[config.mk]
export PLATFORM = sky130hd
export DESIGN_NAME = rf_write_arbiter
export DESIGN_NICKNAME = d
export VERILOG_FILES = /design/src/rtl/rf_write_arbiter_pkg.sv /design/src/rtl/rr_arbiter.sv /design/src/rtl/rf_write_arbiter.sv
export SDC_FILE = /design/constraint.sdc
export NUM_CORES = 1
export LEC_CHECK = 0
export CORE_ASPECT_RATIO = 0.6
export CORE_MARGIN = 4
export CORE_UTILIZATION = 42
export DETAILED_ROUTE_END_ITERATION = 8
export PLACE_DENSITY_LB_ADDON = 0.3
export SYNTH_ARGS = -nofsm -noshare
export SYNTH_HDL_FRONTEND = slang
export SYNTH_HIERARCHICAL = 1
export SYNTH_SLANG_ARGS = --single-unit
[constraint.sdc]
create_clock -name clock -period 3.41 [get_ports clock]
set_input_delay 0.341 -clock clock [delete_from_list [all_inputs] [get_ports clock]]
set_output_delay 0.341 -clock clock [all_outputs]
set_load 0.005 [all_outputs]
[src/rtl/rf_write_arbiter_pkg.sv]
// Shared register-file definitions for the write-back arbiter.
// Holds the address width, register count and zero-register constant.
package rf_write_arbiter_pkg;

    localparam int REG_ADDR_W = 5;
    localparam int NUM_REGS   = 32;

    typedef logic [REG_ADDR_W-1:0] reg_addr_t;
    typedef logic [NUM_REGS-1:0]   reg_mask_t;

    localparam reg_addr_t ZERO_REG = '0;

    // Register 0 is hard-wired, so it never produces a mask bit.
    function automatic reg_mask_t reg_onehot(input reg_addr_t addr, input logic en);
        reg_onehot = '0;
        if (en && (addr != ZERO_REG)) begin
            reg_onehot[addr] = 1'b1;
        end
    endfunction

endpackage

[src/rtl/rr_arbiter.sv]
// Round-robin grant: first requester strictly after ptr_i, wrapping around.
// Purely combinational; the caller owns the pointer register.
module rr_arbiter #(
    parameter int N     = 3,
    parameter int PTR_W = (N > 1) ? $clog2(N) : 1
) (
    input  logic [N-1:0]     req_i,
    input  logic [PTR_W-1:0] ptr_i,
    output logic [N-1:0]     grant_o,
    output logic [PTR_W-1:0] grant_idx_o,
    output logic             grant_valid_o
);

    int   idx;
    logic found;

    // NOTE: every combinational output gets a default before any branch so no latch is inferred.
    always_comb begin
        grant_o       = '0;
        grant_idx_o   = '0;
        grant_valid_o = 1'b0;
        idx           = 0;
        found         = 1'b0;
        for (int k = 1; k <= N; k++) begin
            idx = (int'(ptr_i) + k) % N;
            if (!found && req_i[idx]) begin
                found         = 1'b1;
                grant_o[idx]  = 1'b1;
                grant_idx_o   = PTR_W'(idx);
                grant_valid_o = 1'b1;
            end
        end
    end

endmodule

[src/rtl/rf_write_arbiter.sv]
// Arbitrates N_REQ write-back requesters onto one registered RF write port
// and keeps a pending-write scoreboard for the issue stage.
module rf_write_arbiter
    import rf_write_arbiter_pkg::*;
#(
    parameter int N_REQ = 3,
    parameter int DW    = 32
) (
    input  logic                        clock,
    input  logic                        reset,
    input  logic [N_REQ-1:0]            req_valid,
    input  logic [REG_ADDR_W*N_REQ-1:0] req_addr,
    input  logic [DW*N_REQ-1:0]         req_data,
    output logic [N_REQ-1:0]            req_ready,
    input  logic                        hold,
    input  logic                        rsv_valid,
    input  logic [REG_ADDR_W-1:0]       rsv_addr,
    output logic                        wen,
    output logic [REG_ADDR_W-1:0]       wa,
    output logic [DW-1:0]               wd,
    output logic [NUM_REGS-1:0]         pending
);

    localparam int PTR_W = (N_REQ > 1) ? $clog2(N_REQ) : 1;
    localparam logic [PTR_W-1:0] LAST_GRANT_RST = PTR_W'(N_REQ - 1);

    logic [PTR_W-1:0] last_grant_q, last_grant_d;
    logic             wen_q, wen_d;
    reg_addr_t        wa_q, wa_d;
    logic [DW-1:0]    wd_q, wd_d;
    reg_mask_t        pending_q, pending_d;

    logic [N_REQ-1:0] arb_req;
    logic [N_REQ-1:0] grant;
    logic [PTR_W-1:0] grant_idx;
    logic             transfer;
    reg_addr_t        win_addr;
    logic [DW-1:0]    win_data;

    // Nothing is offered while held or while reset is asserted.
    assign arb_req = req_valid & {N_REQ{reset & ~hold}};

    rr_arbiter #(
        .N     (N_REQ),
        .PTR_W (PTR_W)
    ) u_rr_arbiter (
        .req_i         (arb_req),
        .ptr_i         (last_grant_q),
        .grant_o       (grant),
        .grant_idx_o   (grant_idx),
        .grant_valid_o (transfer)
    );

    assign req_ready = grant;

    always_comb begin
        win_addr = '0;
        win_data = '0;
        for (int i = 0; i < N_REQ; i++) begin
            if (grant[i]) begin
                win_addr = req_addr[REG_ADDR_W*i +: REG_ADDR_W];
                win_data = req_data[DW*i +: DW];
            end
        end
    end

    always_comb begin
        last_grant_d = last_grant_q;
        wen_d        = 1'b0;
        wa_d         = wa_q;
        wd_d         = wd_q;
        if (transfer) begin
            last_grant_d = grant_idx;
            wa_d         = win_addr;
            wd_d         = win_data;
            wen_d        = (win_addr != ZERO_REG);
        end
        // Clear first, then set, so a same-edge reservation wins.
        pending_d = (pending_q & ~reg_onehot(win_addr, transfer))
                  | reg_onehot(rsv_addr, rsv_valid);
    end

    // NOTE: sequential state uses non-blocking assignments so all registers update together.
    // NOTE: the scoreboard is a flop vector, not a RAM, so it is reset like any other state.
    always_ff @(posedge clock or negedge reset) begin
        if (!reset) begin
            last_grant_q <= LAST_GRANT_RST;
            wen_q        <= 1'b0;
            wa_q         <= '0;
            wd_q         <= '0;
            pending_q    <= '0;
        end else begin
            last_grant_q <= last_grant_d;
            wen_q        <= wen_d;
            wa_q         <= wa_d;
            wd_q         <= wd_d;
            pending_q    <= pending_d;
        end
    end

    assign wen     = wen_q;
    assign wa      = wa_q;
    assign wd      = wd_q;
    assign pending = pending_q;

endmodule

Word-level counts from Yosys, hierarchy flattened
Cells that the tools add are included.
{"block": "word_totals", "regBits": 72}
{"block": "classes", "n_addsub": 3, "n_bitwise": 8, "reduce_logical": 13, "div_mod_pow": 3, "order_cmp": 10, "n_mux": 37}
{"operator": "$mux 32", "n": 5}
{"operator": "$ge 32x1->1 const B", "n": 3}
{"operator": "$lt 32x4->1 const B", "n": 3}
{"operator": "$mod 32x3->32 const B", "n": 3}
{"operator": "$and 32x32->32", "n": 1}
{"operator": "$not 32->32", "n": 1}
{"operator": "$or 32x32->32", "n": 1}
{"operator": "$mux 1", "n": 15}
{"operator": "$mux 5", "n": 3}
{"operator": "$lt 5x6->1 const B", "n": 2}
{"operator": "$demux 1 s5", "n": 2}
{"operator": "$ge 5x1->1 const B", "n": 2}
{"operator": "$reduce_bool 5->1", "n": 2}
{"operator": "$logic_and 1x1->1", "n": 9}
{"operator": "$mux 3", "n": 3}
{"operator": "$add 2x2->3 const B", "n": 2}
{"operator": "$bmux 1 s2", "n": 3}
{"operator": "$demux 1 s2", "n": 3}
{"operator": "$mux 2", "n": 3}
{"operator": "$or 3x3->3", "n": 2}
{"operator": "$add 2x1->3 const B", "n": 1}
{"operator": "$and 3x3->3", "n": 1}
{"operator": "$logic_not 1->1", "n": 2}
{"operator": "$and 1x1->1", "n": 1}
{"operator": "$not 1->1", "n": 1}

Logic depth before layout (Yosys ltp)
Gate-level depths: netlist of run 1.
{"block": "logic_depth", "word_depth": 24, "mapped_depth": 15}

Modules after synthesis
Netlist of run 1, hierarchy kept.
{"module": "rf_write_arbiter", "cells_each": 429, "area_per_inst_um2": 3981.3, "n_inst": 1, "seq_area_each_um2": 1803.0}
{"module": "rr_arbiter", "cells_each": 40, "area_per_inst_um2": 281.5, "n_inst": 1, "seq_area_each_um2": 0.0}

Worst setup path after synthesis of run 1
OpenSTA, ideal clock, no wires.
{"block": "synth_timing", "path_type": "register to register", "startpoint": "register last_grant_q[1]", "endpoint": "register pending_q[13] (netlist: pending[13])", "t_arrival_ns": 2.756, "period_less_slack_ns": 2.887, "n_path_buf": 4, "setup_slack_ns": 0.523, "stages_incl_launch_ff": 14, "path_cell_list": "dfstp_2 > ha_1 > buf_4 > nor2b_1 > nand2_1 > nand3_1 > o31ai_1 > buf_4 > a21oi_2 > a22o_1 > buf_2 > buf_6 > o31ai_1 > nand3_1"}
{"block": "synth_via", "elab_cells_between_ends": 56, "cone_classes": "3 x add/sub; 3 x div; 8 x order compare; 27 x mux; 5 x bitwise; 10 x reduce/logical"}
{"item": "from (decl)", "line": "rf_write_arbiter.sv:27", "source": "logic [PTR_W-1:0] last_grant_q, last_grant_d;"}
{"item": "from (signal assigned)", "line": "rf_write_arbiter.sv:93", "source": "last_grant_q <= last_grant_d;"}
{"item": "parallel branches: the longest is 11 deep, another holds $mod 32x3->32"}
{"item": "$mux 3 (*)", "line": "rr_arbiter.sv:26", "source": "if (!found && req_i[idx]) begin"}
{"item": "net req_ready[2]", "line": "rf_write_arbiter.sv:14", "source": "output logic [N_REQ-1:0] req_ready,"}
{"item": "$mux 5 (*)", "line": "rf_write_arbiter.sv:60", "source": "if (grant[i]) begin"}
{"item": "$lt 5x6->1 (implied by the code) / $ge 5x1->1 (equally long branches)", "line": "rf_write_arbiter_pkg.sv:17", "source": "reg_onehot[addr] = 1'b1;"}
{"item": "$logic_and 1x1->1 (implied by the code)", "line": "rf_write_arbiter_pkg.sv:17"}
{"item": "$mux 1 (implied by the code)", "line": "rf_write_arbiter_pkg.sv:17"}
{"item": "$demux 1 s5", "line": "rf_write_arbiter_pkg.sv:17"}
{"item": "$mux 32 (*)", "line": "rf_write_arbiter_pkg.sv:16", "source": "if (en && (addr != ZERO_REG)) begin"}
{"item": "$not 32->32 (*)", "line": "rf_write_arbiter.sv:79", "source": "pending_d = (pending_q & ~reg_onehot(win_addr, transfer))"}
{"item": "$and 32x32->32 (*)", "line": "rf_write_arbiter.sv:79"}
{"item": "$or 32x32->32 (*)", "line": "rf_write_arbiter.sv:80", "source": "| reg_onehot(rsv_addr, rsv_valid);"}
{"item": "net pending_d[13]", "line": "rf_write_arbiter.sv:31", "source": "reg_mask_t pending_q, pending_d;"}
{"item": "to (signal assigned)", "line": "rf_write_arbiter.sv:97", "source": "pending_q <= pending_d;"}
{"item": "to (decl)", "line": "rf_write_arbiter.sv:31"}
Mark *: on every way through the listed nets, which the timed path passes. The select of a mux whose other input is x is not followed.
A chain may end at the register's enable or synchronous reset.

Final worst setup path of run 1
{"block": "layout_timing", "startpoint": "register last_grant_q[1]", "endpoint": "output req_ready[1]"}
{"block": "layout_via", "elab_chain_cells": 12, "elab_cells_between_ends": 41, "cone_classes": "3 x add/sub; 3 x div; 6 x order compare; 20 x mux; 2 x bitwise; 7 x reduce/logical"}
{"item": "parallel branches: the longest is 11 deep, another holds $mod 32x3->32"}
{"item": "$mux 3 (*)", "line": "rr_arbiter.sv:26"}
{"item": "to (decl)", "line": "rf_write_arbiter.sv:14"}
Mark *: on every way between the ends. The select of a mux whose other input is x is not followed.

==> reports/qor.yml, run 1 <==
yosysSeqAreaShare_pct: 42.3
diodes: 0
drv_cap: 0
clockBufferDepth: 2
tightest_slew_ns: 0.943
grt_overflow: 0
floorplan.initialDensity_pct: 43.1
skew_ns: 0.00700
chipHeight_um: 86.0
period_share_pct: 94.4
synth_top_cell_by_area: "dfrtp_1"
grt_first_pass_wirelength_mm: 23.7
hold_ws_ns: 0.259
grt_max_degree: 73
wl_per_cell_um: 19.0
synth_cell_types: 49
synth_nets: 596
cellLeakagePower_nw: 2.55
dr.first_iter.drc_count: 264
intPower_mw: 2.93
ys_async_sr_fraction_pct: 100
p_comb_share_pct: 51.5
status: "completed"
clk_pin_slew_ns: 0.06
nNetsFinal: 783
fmax_mhz: 311
p_total_mw: 4.58
setup_violations: 0
seqPwrFrac_pct: 27.7
cts.sinks: 72
end_kind: "output port"
num_vias: 4521
slew_violations: 0
place_hpwl_mm: 11.2
htree_levels: 3
synth-edff-count: 0
numPlacedInstances: 778
path_class: "reg -> out"
fill_cells: 800
ant_nets: 0
p_sw_mw: 1.64
syn_avg_cell_area_um2: 9.09
hold_violations: 0
dr.pass1.iters: 5
num_io_pins: 196
die_w_um: 138
synth_top_area_share_pct: 41.7
grt_pass1_vias: 4621
multi_input_area_um2: 2260
postPlaceCellArea_um2: 6330
root_buffer: "clkbuf_16"
numCtsBuffers: 9
final_cell_mix: "clkdlybuf4s50_1, dfrtp_1, nand2_1, o21ai_0, mux2_2"
final_cells: 796
ys_seq_elements: 72
place.gp.congestion: 0.964
grt.total_usage_pct: 25.1
path_max_fanout: 32
required_ns: 3.07
port_buffers: 195
core_area_um2: 9880
swShare_pct: 35.9
synth_warnings: 6
start_kind: "register"
wirelength_mm: 15.1
synth_area_leaders: "dfrtp_1, mux2_2, o21ai_0"
setup_tns_ns: 0
routed_via_density: 5.68
synth_ff_type: "dfrtp_1"
rows: 28
syn_inst: 469
regArea_um2: 1800
max_slew_margin_pct: 37.1
synth_area_um2: 4260
drc: 0
final_cell_area_um2: 6670
syn_to_final_growth_pct: 56.4
drive_above_1_share_pct: 12.4
worstPathArrival_ns: 2.88
rsz0062_at_grt: "false"
clk_latency_ns: 0.33
cts_tree: "yes"
holdCritPathClass: "in -> async"
dieArea_um2: 11900
power_density_nw_per_um2: 686
peakVddDrop_mv: 0.382
final_common_cell: "clkdlybuf4s50_1"
p_clk_share_pct: 20.8
antenna_found_initial: 0
finalCriticalPeriod_ns: 3.22
[layout make-up]
type | count | share of cell area, %
clock buffer | 13 | 3.90
clock inverter | 3 | 0.600
inverter | 11 | 0.619
multi-input combinational | 350 | 33.9
sequential | 72 | 27.0
tap | 135 | 2.53
timing repair buffer | 212 | 31.4
[cells in the mapped netlist, types with 4 or more instances]
cell type	count
dfrtp_1	71
and2_1	4
nand3_1	29
ha_1	4
nand2b_1	9
clkbuf_1	13
o21ai_0	63
buf_2	14
nor2b_1	8
buf_6	5
nor2_1	14
nor4_1	4
a22oi_1	31
o31ai_1	26
nand2_1	64
inv_1	11
mux2_2	37
a21oi_1	11
nand3b_1	4
[repair_timing]
item / 4_1_cts / 5_1_grt
pin swaps: 1 / 0
cloned: 0 / 0
hold buffers: 0 / 0
setup buffers: 2 / 0
resized for setup: 1 / 7
setup endpoints to repair: 1 / 33
[state kept, by name (all words and copies together) (netlist names)]
| signal | cells |
|---|---|
| last_grant_q | 2 |
| wa | 5 |
| pending | 32 |
| wen | 1 |
| wd | 32 |
[metrics by stage]
stage | setup slack (ns) | util [%]
final | 0.192 | 67.5
after global routing | 0.0455 | 67.5
after CTS | 0.0144 | 67.3
after detailed placement | -0.300 | 64.0
after global placement | -0.0877 | 64.0
after floorplan | 0.523 | -
[power groups by stage]
| stage | registers (mW) | logic [mW] | clock network [mW] |
|---|---|---|---|
| after floorplan | 1.28 | 1.23 | 0 |
| after global placement | 1.27 | 2.23 | 0 |
| after detailed placement | 1.28 | 2.30 | 0 |
| after CTS | 1.27 | 2.32 | 0.971 |
| after global routing | 1.30 | 2.54 | 1.01 |
| final | 1.27 | 2.36 | 0.951 |
[layer usage]
metal  share of wire [%]  wire, um  global-route usage (%)  vias to the layer above
li1                    -         -                       -                     2092
met1                  41      6280                    31.5                     2156
met2                  47      7060                    40.5                      222
met3                 8.6      1300                    8.64                       51
met4                 3.3       493                    9.87                        0
met5                   0         0                       0                        -
[critical path, cell delays in order, from the launching register on]
cell and delay [ns]:
dfstp_2 0.55, ha_1 0.28, a21boi_1 0.11, o21bai_1 0.23
nand4_1 0.24, a21oi_4 0.31, buf_8 0.27, clkdlybuf4s50_1 0.54
[worst paths after layout]
check | startpoint | end | slack, ns | depth (start not counted)
worst min-delay path | reset | pending[24] | 0.26 | 2
worst max-delay path | last_grant_q[1] | req_ready[1] | 0.19 | 7
worst min register to register | pending[0] | pending[0] | 0.38 | 0
max in group asynchronous | reset | wd[14] | 2.54 | 2
worst max register to register | last_grant_q[1] | pending[22] | 0.23 | 11
min in group clock | pending[0] | pending[0] | 0.38 | 0
[cells by family (layout without fill, tap and decap cells)]
kind of cell    after synthesis  in the layout  share of synthesized area [%]
simple gates                146            146                           16.2
compound gates              162            162                           24.7
buf+inv                      47            239                           5.61
fa+ha+maj                     4              4                           1.17
flops                        72             72                           42.3
mux                          38             38                           10.0
No activity file was read; power rests on OpenSTA's default activity.
==> run 2, diff against run 1 <==
--- a/config.mk
+++ b/config.mk
@@ -7,5 +7,4 @@
 export LEC_CHECK = 0
 export CORE_ASPECT_RATIO = 0.6
-export CORE_MARGIN = 4
 export CORE_UTILIZATION = 42
 export DETAILED_ROUTE_END_ITERATION = 8
==> constraint.sdc (replaced) <==
create_clock -name clock -period 3.41 [get_ports clock]
set_input_delay 0.341 -clock clock [delete_from_list [all_inputs] [get_ports clock]]
set_output_delay 0.341 -clock clock [all_outputs]
set_load 0.1 [all_outputs]
==> run 2 against run 1 <==
  * Critical path depth grew 2
  * Via count is essentially flat
  * Clock-buffer cell count shrank 3
  * Core utilization grew 0.10 points
  * Sequential share of layout area grew 0.056 points
  * Flip-flop and latch count is the same
  * Cell count shrank 0.38%
  * Global-route usage grew 3.3 points
  * Critical endpoint is now req_ready[2]
==> reports/qor.yml, run 2 (synthesis results as in run 1) <==
wl_per_cell_um: 18.4  # -3.3%
fill_cells: 766  # -4.3%
setup_tns_ns: 0  # unchanged
final_cell_area_um2: 6660  # -0.21%
hold_violations: 0  # unchanged
final_cell_mix: "clkdlybuf4s50_1, dfrtp_1, nand2_1, o21ai_0, mux2_2"
clk_pin_slew_ns: 0.06  # about the same
grt_first_pass_wirelength_mm: 23.3  # -2.0%
wirelength_mm: 14.6  # -3.7%
antenna_found_initial: 0  # unchanged
hold_ws_ns: 0.249  # -0.00942 ns
htree_levels: 3  # unchanged
core_area_um2: 9840  # -0.35%
max_slew_margin_pct: 31.8  # -5.3 points
numCtsBuffers: 9  # unchanged
grt_overflow: 0  # unchanged
nNetsFinal: 780  # -0.38%
numPlacedInstances: 777  # -0.13%
cts_tree: "yes"
multi_input_area_um2: 2260  # +0.17%
port_buffers: 195  # unchanged
dr.pass1.iters: 5  # unchanged
power_density_nw_per_um2: 973  # +42%
num_vias: 4519  # -0.044%
cts_setup_buffers: 0  # -2
root_buffer: "clkbuf_16"
required_ns: 3.07  # about the same
grt.total_usage_pct: 28.5  # +3.3 points
rsz0062_at_grt: "false"
peakVddDrop_mv: 0.675  # +77%
final_common_cell: "clkdlybuf4s50_1"
cellLeakagePower_nw: 2.55  # -0.26%
path_max_fanout: 65  # +100%
place_ws_ns: -0.289  # +0.0110 ns
grt_pass1_vias: 4597  # -0.52%
holdCritPathClass: "in -> async"
tightest_slew_ns: 1.02  # +0.0769 ns
routed_via_density: 5.70  # +0.33%
ant_nets: 0  # unchanged
num_io_pins: 196  # unchanged
cts.sinks: 72  # unchanged
place.gp.congestion: 0.958  # -0.60%
fmax_mhz: 311  # about the same
floorplan.initialDensity_pct: 43.3  # +0.15 points
place_hpwl_mm: 10.6  # -5.4%
skew_ns: 0.00591  # -0.00109 ns
drc: 0  # unchanged
drive_above_1_share_pct: 12.8  # +0.36 points
dr.first_iter.drc_count: 332  # +26%
chipHeight_um: 80.0  # -7.0%
worstPathArrival_ns: 2.87  # about the same
final_cells: 793  # -0.38%
setup_violations: 0  # unchanged
drv_cap: 0  # unchanged
status: "completed"
path_class: "reg -> out"
end_kind: "output port"
clk_latency_ns: 0.33  # about the same
clockBufferDepth: 2  # unchanged
rows: 28  # unchanged
slew_violations: 0  # unchanged
regArea_um2: 1800  # unchanged
period_share_pct: 94.3  # about the same
postCtsHoldBufs: 0  # unchanged
die_w_um: 132  # -4.3%
syn_to_final_growth_pct: 56.1
grt_max_degree: 73  # unchanged
postPlaceCellArea_um2: 6350  # +0.44%
dieArea_um2: 10600  # -11%
diodes: 0  # unchanged
finalCriticalPeriod_ns: 3.21  # -0.00302 ns
layout_setup_ws_ns: 0.195  # +0.00302 ns
start_kind: "register"
run 2: cell count changes in the layout (fill, tap and decap cells not counted), moves of 2 or more:
cell	change
buf_12	+2
buf_4	-2
clkdlybuf4s50_1	-3
clkinvlp_4	+2
run 2: what timing repair did:
item / in CTS / in global routing
gates cloned: 0 / 0
setup endpoints to repair: 2 / 3
gates resized for setup: 1 / 3
run 2: layer usage:
metal | track usage, % | vias to the layer above | share of wire [%] | wire length (um)
met2 | 49.2 | 212 | 48 | 7040
met5 | 0 | - | 0 | 0
met1 | 35.1 | 2194 | 42 | 6130
met3 | 6.48 | 38 | 7.2 | 1050
met4 | 10.6 | 0 | 2.6 | 373
li1 | - | 2075 | - | -
run 2: power breakdown:
group / switching, mW / internal [mW]
combinational: 3.07 / 1.20
clock: 0.366 / 0.562
sequential: 0.151 / 1.12
run 2: cell type report:
cell class / instances / share of cell area (%)
clock buffer: 10 / 3.44
clock inverter: 6 / 0.902
inverter: 11 / 0.620
multi-input combinational: 350 / 34.0
sequential: 72 / 27.1
tap: 135 / 2.54
timing repair buffer: 209 / 31.4
run 2: path summary, 6_finish.rpt:
path                       cells past startpoint      endpoint            start  slack, ns
max reg2reg                                   11    pending[7]  last_grant_q[0]       0.25
max                                            9  req_ready[2]  last_grant_q[0]       0.20
min in group clock                             0    pending[0]       pending[0]       0.38
min                                            2   pending[25]            reset       0.25
min reg2reg                                    0    pending[0]       pending[0]       0.38
max in group asynchronous                      2        wd[19]            reset       2.52
run 2: stage by stage:
| step | utilization, % | total power, mW |
|---|---|---|
| 6_report | 67.6 | 6.48 |
| 5_1_grt | 67.6 | 6.75 |
| 4_1_cts | 67.5 | 6.48 |
| 3_5_place_dp | 64.5 | 5.52 |
| 3_3_place_gp | 64.5 | 5.43 |
| 2_1_floorplan | - | 4.43 |
run 2: critical path, stage by stage (launching register included):
cell	delay (ns)
dfrtp_1	0.40
inv_1	0.09
ha_1	0.47
nand2b_1	0.19
a21bo_1	0.16
nand3_2	0.13
o31ai_4	0.26
buf_4	0.24
clkbuf_8	0.37
buf_12	0.22
